$ cat config.mk
export PLATFORM = sky130hd
export DESIGN_NAME = dll_lock_ctrl
export DESIGN_NICKNAME = d
export VERILOG_FILES = /design/src/rtl/dll_lock_ctrl.sv
export SDC_FILE = /design/constraint.sdc
export NUM_CORES = 1
export LEC_CHECK = 0
export ABC_AREA = 1
export CAP_MARGIN = 15
export CORE_MARGIN = 8
export CORE_UTILIZATION = 25
export CTS_CLUSTER_DIAMETER = 150
export DETAILED_ROUTE_END_ITERATION = 10
export PLACE_DENSITY_LB_ADDON = 0.1
export REMOVE_ABC_BUFFERS = 1
export SYNTH_ARGS = -nofsm -noshare
export SYNTH_HDL_FRONTEND = slang
export SYNTH_SLANG_ARGS = --single-unit
$ cat constraint.sdc
create_clock -name HCLK -period 2.2 [get_ports HCLK]
set_clock_uncertainty 0.05 [all_clocks]
set_input_delay 0.22 -clock HCLK [delete_from_list [all_inputs] [get_ports HCLK]]
set_output_delay 0.22 -clock HCLK [all_outputs]
set_load 0.1 [all_outputs]
$ cat src/rtl/dll_lock_ctrl.sv
// DLL master delay-line lock controller.
// 9-bit SAR calibration, filtered drift tracking and quarter-period select.
module dll_lock_ctrl #(
  parameter int unsigned SETTLE_CYC = 16,
  parameter int unsigned TRACK_FILT = 4
) (
  input  logic       HCLK,
  input  logic       HRESETn,
  input  logic       start_i,
  input  logic       track_en_i,
  input  logic       pd_early_i,
  output logic [8:0] sel_index_o,
  output logic [6:0] sel_qtr_o,
  output logic       locked_o,
  output logic       busy_o,
  output logic       err_o
);

  localparam int CW = $clog2(SETTLE_CYC);
  localparam logic [CW-1:0] CNT_LAST = CW'(SETTLE_CYC - 1);
  localparam logic [3:0] RUN_LAST = 4'(TRACK_FILT);

  typedef enum logic [1:0] {
    IDLE,
    SEARCH,
    LOCKED
  } state_t;

  state_t state, state_nx;

  logic          pd_m, pd_s;
  logic [8:0]    sel, sel_nx;
  logic [8:0]    res, res_nx;
  logic [8:0]    mask;
  logic [3:0]    bit_idx, bit_nx;
  logic [3:0]    run, run_nx;
  logic [CW-1:0] cnt, cnt_nx;
  logic          dir, dir_nx;
  logic          locked, locked_nx;
  logic          busy, busy_nx;
  logic          err, err_nx;

  assign mask = 9'd1 << bit_idx;

  always_ff @(posedge HCLK or negedge HRESETn) begin
    if (!HRESETn) begin
      pd_m    <= 1'b0;
      pd_s    <= 1'b0;
      state   <= IDLE;
      sel     <= '0;
      res     <= '0;
      bit_idx <= '0;
      run     <= '0;
      cnt     <= '0;
      dir     <= 1'b0;
      locked  <= 1'b0;
      busy    <= 1'b0;
      err     <= 1'b0;
    end else begin
      pd_m    <= pd_early_i;
      pd_s    <= pd_m;
      state   <= state_nx;
      sel     <= sel_nx;
      res     <= res_nx;
      bit_idx <= bit_nx;
      run     <= run_nx;
      cnt     <= cnt_nx;
      dir     <= dir_nx;
      locked  <= locked_nx;
      busy    <= busy_nx;
      err     <= err_nx;
    end
  end

  always_comb begin
    state_nx  = state;
    sel_nx    = sel;
    res_nx    = res;
    bit_nx    = bit_idx;
    run_nx    = run;
    cnt_nx    = cnt;
    dir_nx    = dir;
    locked_nx = locked;
    busy_nx   = busy;
    err_nx    = err;

    unique case (state)
      IDLE: ;
      SEARCH: begin
        if (cnt != CNT_LAST) begin
          cnt_nx = cnt + CW'(1);
        end else begin
          cnt_nx = '0;
          res_nx = pd_s ? (res | mask) : res;
          if (bit_idx == 4'd0) begin
            sel_nx    = res_nx;
            state_nx  = LOCKED;
            locked_nx = 1'b1;
            busy_nx   = 1'b0;
            err_nx    = (res_nx == 9'd0) || (res_nx == 9'd511);
          end else begin
            bit_nx = bit_idx - 4'd1;
            sel_nx = res_nx | (mask >> 1);
          end
        end
      end
      LOCKED: begin
        if (!track_en_i) begin
          cnt_nx = '0;
          run_nx = '0;
        end else if (cnt != CNT_LAST) begin
          cnt_nx = cnt + CW'(1);
        end else begin
          cnt_nx = '0;
          dir_nx = pd_s;
          // a reversal restarts the run at this vote
          run_nx = (run != 4'd0 && pd_s == dir) ? run + 4'd1 : 4'd1;
          if (run_nx == RUN_LAST) begin
            run_nx = '0;
            if (pd_s) begin
              if (sel == 9'd511) err_nx = 1'b1;
              else               sel_nx = sel + 9'd1;
            end else begin
              if (sel == 9'd0) err_nx = 1'b1;
              else             sel_nx = sel - 9'd1;
            end
          end
        end
      end
      default: state_nx = IDLE;
    endcase

    if (start_i) begin
      state_nx  = SEARCH;
      sel_nx    = 9'd256;
      res_nx    = '0;
      bit_nx    = 4'd8;
      cnt_nx    = '0;
      run_nx    = '0;
      dir_nx    = 1'b0;
      locked_nx = 1'b0;
      busy_nx   = 1'b1;
      err_nx    = 1'b0;
    end
  end

  assign sel_index_o = sel;
  assign sel_qtr_o   = sel[8:2];
  assign locked_o    = locked;
  assign busy_o      = busy;
  assign err_o       = err;

endmodule

Word-level counts from Yosys, hierarchy flattened
Cells that the tools add are included.
{"block": "word_totals", "regBits": 38, "in_bits": 5, "output_inout_bits": 19}
{"block": "classes", "addsub": 5, "eq_ne": 20, "n_shift": 1, "muxes": 54, "bitwise": 2, "reduce_logical": 21}
{"op": "$mux W9", "n": 13}
{"op": "$mux W4", "n": 13}
{"op": "$mux W1", "n": 21}
{"op": "$ne A4 B4 Y1 const B", "n": 5}
{"op": "$eq A9 B9 Y1 const B", "n": 2}
{"op": "$logic_not A9 Y1", "n": 2}
{"op": "$ne A3 B3 Y1 const B", "n": 6}
{"op": "$pmux W9 S2", "n": 1}
{"op": "$reduce_and A3 Y1", "n": 4}
{"op": "$add A9 B1 Y9 const B", "n": 1}
{"op": "$or A9 B8 Y9", "n": 1}
{"op": "$or A9 B9 Y9", "n": 1}
{"op": "$shl A1 B4 Y9 const A", "n": 1}
{"op": "$sub A9 B1 Y9 const B", "n": 1}
{"op": "$add A4 B1 Y4 const B", "n": 2}
{"op": "$pmux W4 S2", "n": 1}
{"op": "$reduce_and A8 Y1", "n": 1}
{"op": "$reduce_bool A2 Y1", "n": 4}
{"op": "$reduce_and A7 Y1", "n": 1}
{"op": "$mux W2", "n": 3}
{"op": "$eq A4 B3 Y1 const B", "n": 1}
{"op": "$logic_not A4 Y1", "n": 1}
{"op": "$ne A2 B2 Y1 const B", "n": 2}
{"op": "$pmux W2 S2", "n": 1}
{"op": "13 further kinds", "n": 14}

Depth between registers and ports, before layout
{"block": "logic_depth", "ltp_word": 9, "depth_mapped": 12, "depth_no_buf": 11}

Worst setup path after synthesis
No wires, ideal clock.
{"block": "synth_timing", "path_type": "register to register", "from": "register sel[1], in the netlist sel_index_o[1]", "to": "register sel[8], in the netlist sel_index_o[8]", "arrival_time_ns": 2.237, "required_ns": 2.082, "path_slack_ns": -0.154, "stages_incl_launch_ff": 12, "n_path_buf": 0, "cell_sequence": "dfrtp_1 inv_1 fa_1 inv_1 nand3_1 nand3_1 nand2_1 nand3_1 nand2_1 o21ai_0 nand2_1 nand2_1"}
{"block": "synth_via", "elab_chain_cells": 8}
{"item": "start, declared", "line_no": "32", "text": "logic [8:0] sel, sel_nx;"}
{"item": "start signal, assigned", "line_no": "63", "text": "sel <= sel_nx;"}
{"item": "$sub A9 B1 Y9 / $add A9 B1 Y9 (equally long branches)", "line_no": "125, 122"}
{"item": "$mux W9, on equally long branches", "line_no": "124, 121"}
{"item": "$mux W9", "line_no": "120", "text": "if (pd_s) begin"}
{"item": "$mux W9", "line_no": "118", "text": "if (run_nx == RUN_LAST) begin"}
{"item": "$mux W9", "line_no": "111", "text": "end else if (cnt != CNT_LAST) begin"}
{"item": "$mux W9", "line_no": "108", "text": "if (!track_en_i) begin"}
{"item": "$pmux W9 S2", "line_no": "87", "text": "unique case (state)"}
{"item": "$mux W9", "line_no": "133", "text": "if (start_i) begin"}
Several ways; a longest one is shown, not always the timed one. The select of a mux whose other input is x is not followed.
A chain may end at the register's enable or synchronous reset.

Final worst setup path
{"block": "layout_timing", "from": "register bit_idx[0]", "to": "register err, in the netlist err_o"}
{"block": "layout_via", "elab_chain_cells": 9}
{"item": "start, declared", "line_no": "35", "text": "logic [3:0] bit_idx, bit_nx;"}
{"item": "start signal, assigned", "line_no": "65", "text": "bit_idx <= bit_nx;"}
{"item": "$shl A1 B4 Y9", "line_no": "43", "text": "assign mask = 9'd1 << bit_idx;"}
{"item": "$or A9 B9 Y9", "line_no": "94", "text": "res_nx = pd_s ? (res | mask) : res;"}
{"item": "$mux W9", "line_no": "94"}
{"item": "$eq A9 B9 Y1 / $logic_not A9 Y1 (equally long branches)", "line_no": "100", "text": "err_nx = (res_nx == 9'd0) || (res_nx == 9'd511);"}
{"item": "$logic_or A1 B1 Y1", "line_no": "100"}
{"item": "$mux W1", "line_no": "95", "text": "if (bit_idx == 4'd0) begin"}
{"item": "$mux W1", "line_no": "90", "text": "if (cnt != CNT_LAST) begin"}
{"item": "$pmux W1 S2", "line_no": "87"}
{"item": "$mux W1", "line_no": "133"}
{"item": "end signal, assigned", "line_no": "71", "text": "err <= err_nx;"}
{"item": "end, declared", "line_no": "41", "text": "logic err, err_nx;"}
Several ways; a longest one is shown, not always the timed one. The select of a mux whose other input is x is not followed.

==> impl_summary.txt <==
----------------------------------------------------
[Run status]
  Run status ... finished, final reports clean

[Placed design]
  Number of cells in the design after placement ... between 500 and 600
  Number of buffer cells added on primary ports ... 23
  Final HPWL DP ... 5980 um
  DP Area ... approximately 3200 um2
  Routability congestion estimate ... a little under 0.8

[Die]
  Overall die width ... between 100 and 150 um
  Starting Density ... 25.7%
  Area enclosed by the die boundary ... about 15000 um2
  Number of top-level pins ... 24
  Die span in y ... between 100 and 150 um
  Count of standard-cell rows ... 38
  Core Box Area ... 10800 um2

[Global route]
  Overall track demand over capacity in global routing ... 10.8%
  Initial antenna violation count ... 0
  Sum of overflow across all layers after global routing ... 0
  Wire length of the first global-routing pass ... about 13000 um
  Pin count of the biggest net entering global routing ... 16
  Vias in the first global route ... approximately 2500

[Clocking]
  CTS tree ... yes
  Max clock buf depth ... 2
  Clock insertion delay at the later pin of the skew report ... approximately 300 ps
  Clock-pin slew of the registers on the worst-case setup and hold paths ... around 90 ps
  Buffers inserted by post-CTS timing repair ... 0
  Num CTS Buffers ... 5
  Number of levels in the clock H-tree ... 2
  Clk sinks ... 38
  CTS Root Cell ... clkbuf_8

[Power and ir drop]
  Maximum resistive drop on vdd ... approximately 380 uV
  Leakage power total ... around 1.6 nW
  Power density over the cells ... 640 nW/um2

[Setup path]
  Master of the slowest instance on the critical path ... dfrtp_1
  Data arrival time of the critical path ... between 2000 and 2500 ps
  Delay of the slowest cell on the worst path ... around 420 ps
  Data required time at the worst endpoint ... 2400 ps
  Category of the worst setup path capture point ... flop
  Largest fanout on the critical path ... 5
  Setup crit start kind ... flop
  Classification of the worst setup path ... reg2reg
  Cell-by-cell trace of the critical path ... inv_1 -> ha_1 -> nand3_1 -> o21ai_2 -> inv_2 -> nor2_1 -> nand3b_1 -> nand3_1 -> nand2_1 -> nand2_1

[Routing]
  Wire length per cell after detailed routing ... about 14 um
  Final wirelength ... about 7500 um
  Antenna Violating Nets Remaining ... 0
  Iteration-0 DRC Markers ... 105
  DRC violations left ... 0
  Vias/cell ... ~4.4
  Number of vias after detailed routing ... 2437
  Pre-antenna DRT Iters ... 4

[Synth]
  Number of warnings issued by yosys ... 0
  Largest cells by area after synthesis ... dfrtp_1 (34%), nand2_1 (13%), ha_1 (6.7%)
  Cell type contributing the most total cell area after synthesis ... dfrtp_1
  Count of state elements after synthesis ... 38
  Synthesized area ... around 2800 um2
  Portion of the post-synthesis area used by sequential elements ... 34.2%
  Area share of the largest cell type after synthesis ... about 34%
  Post-synthesis area per instance ... 7.28 um2
  Number of instances in the synthesized netlist ... 382
  Synth cell types ... 37

[Finish]
  Post-route standard cell area excluding fillers ... around 3300 um2
  Ratio of cells with drive above 1 in the final layout ... about a fifth
  Commonest cells after routing, fill and taps aside ... nand2_1 (98), inv_1 (45), dfrtp_1 (37)
  Post-layout net count ... roughly 430
  Most frequent standard cell in the layout excluding fill and tap cells ... nand2_1
  Layout Cells excl Fill ... between 500 and 600
  Area overhead of the layout relative to synthesis ... 17.1%
  Count of antenna diodes in the layout ... 0

[STA]
  Post-route setup TNS ... 0 ps
  Max Transition Viols Final ... 0
  Final Hold Fails ... 0
  Final Critical Period ... 1910 ps
  Pin slew with the least headroom to its limit ... approximately 470 ps
  Final critical-path share of the clock period ... around 87%
  Worst slew margin ... between 60% and 70%
  Upper clock frequency limit ... approximately 0.52 GHz
  Final number of setup-violating endpoints ... 0
  RSZ-0062 raised after global routing ... no
  Final hold slack ... ~300 ps

[Hold path]
  Worst min-delay path class ... in2reg

[Flow run]
  # Max-Cap Violations ... 0

----------------------------------------------------
==> synth_stat cells, drive strengths merged <==
cell and count:
a31oi 2, clkbuf 2, nand3 35, nor3 4, nor2 33, nand3b 1, a21oi 24, a211oi 1
fa 1, nand4 9, xnor2 2, inv 58, o21ai 27, ha 15, buf 11, nand2 108
o22ai 4, o211ai 1, dfrtp 38, o21a 1, o31ai 1, xor2 4
==> power by group <==
group | leakage, nW | internal, W | switching (W)
logic | 1.00 | 0.000196 | 0.000555
registers | 0.502 | 0.000743 | 0.0000583
clock network | 0.0472 | 0.000253 | 0.000282
total | 1.55 | 0.00119 | 0.000895
==> through the flow <==
| step | setup WS (ps) | power, W | utilization, % |
|---|---|---|---|
| after global placement | 180 | 0.00157 | 29.1 |
| after global routing | 127 | 0.00221 | 30.1 |
| after floorplan | -621 | 0.00135 | - |
| after detailed placement | 170 | 0.00157 | 29.1 |
| after CTS | 130 | 0.00212 | 30.1 |
| final | 294 | 0.00209 | 30.1 |
==> layer usage <==
metal	wire length, um	track usage (%)
met1	3890	14.6
met2	3280	17.5
met3	301	2.37
met4	55	2.08
met5	0	0
==> repair_timing <==
action	CTS	global route
endpoints found under the setup margin	0	1
resized for setup	0	1
hold buffers	1	0
hold endpoints to repair	12	0
==> worst max-delay path, delay by kind of cell (launching register included) <==
family                     cells  cell delay (ps)
and+or+nand+nor                6              630
AOI/OAI and AO/OA              1              230
adders and majority gates      1              340
buffers and inverters          2              210
DFF                            1              420
==> worst paths after layout <==
kind	from	slack, ps	cells after the start	to
hold reg to reg	pd_m	310	0	pd_s
max in group asynchronous	HRESETn	1250	3	sel_index_o[3]
setup reg to reg	bit_idx[0]	290	10	err_o
hold / removal	pd_early_i	300	1	pd_m
setup / recovery	bit_idx[0]	290	10	err_o
min in group asynchronous	HRESETn	310	2	busy_o
==> cells by family after synthesis <==
family	Yosys count	synth area share (%)
simple gates	190	31.7
fa+ha+maj	16	7.46
buf+inv	71	11.4
xor+xnor	6	1.89
compound gates	61	13.4
flops	38	34.2
==> flip-flops by register name (all words and copies together), names as in the netlist <==
signal       count
cnt              4
pd_s             1
res              9
err_o            1
dir              1
state            2
pd_m             1
bit_idx          4
busy_o           1
run              4
sel_index_o      9
locked_o         1
==> cell type report <==
cell class	count	area (um2)
Fill cell	1199	7580
Multi-Input combinational cell	273	1510
Sequential cell	38	952
Timing Repair Buffer	37	298
Inverter	58	225
Tap cell	140	175
Clock buffer	6	82.6
Clock inverter	2	12.5
Power figures use the tool's default switching activity.
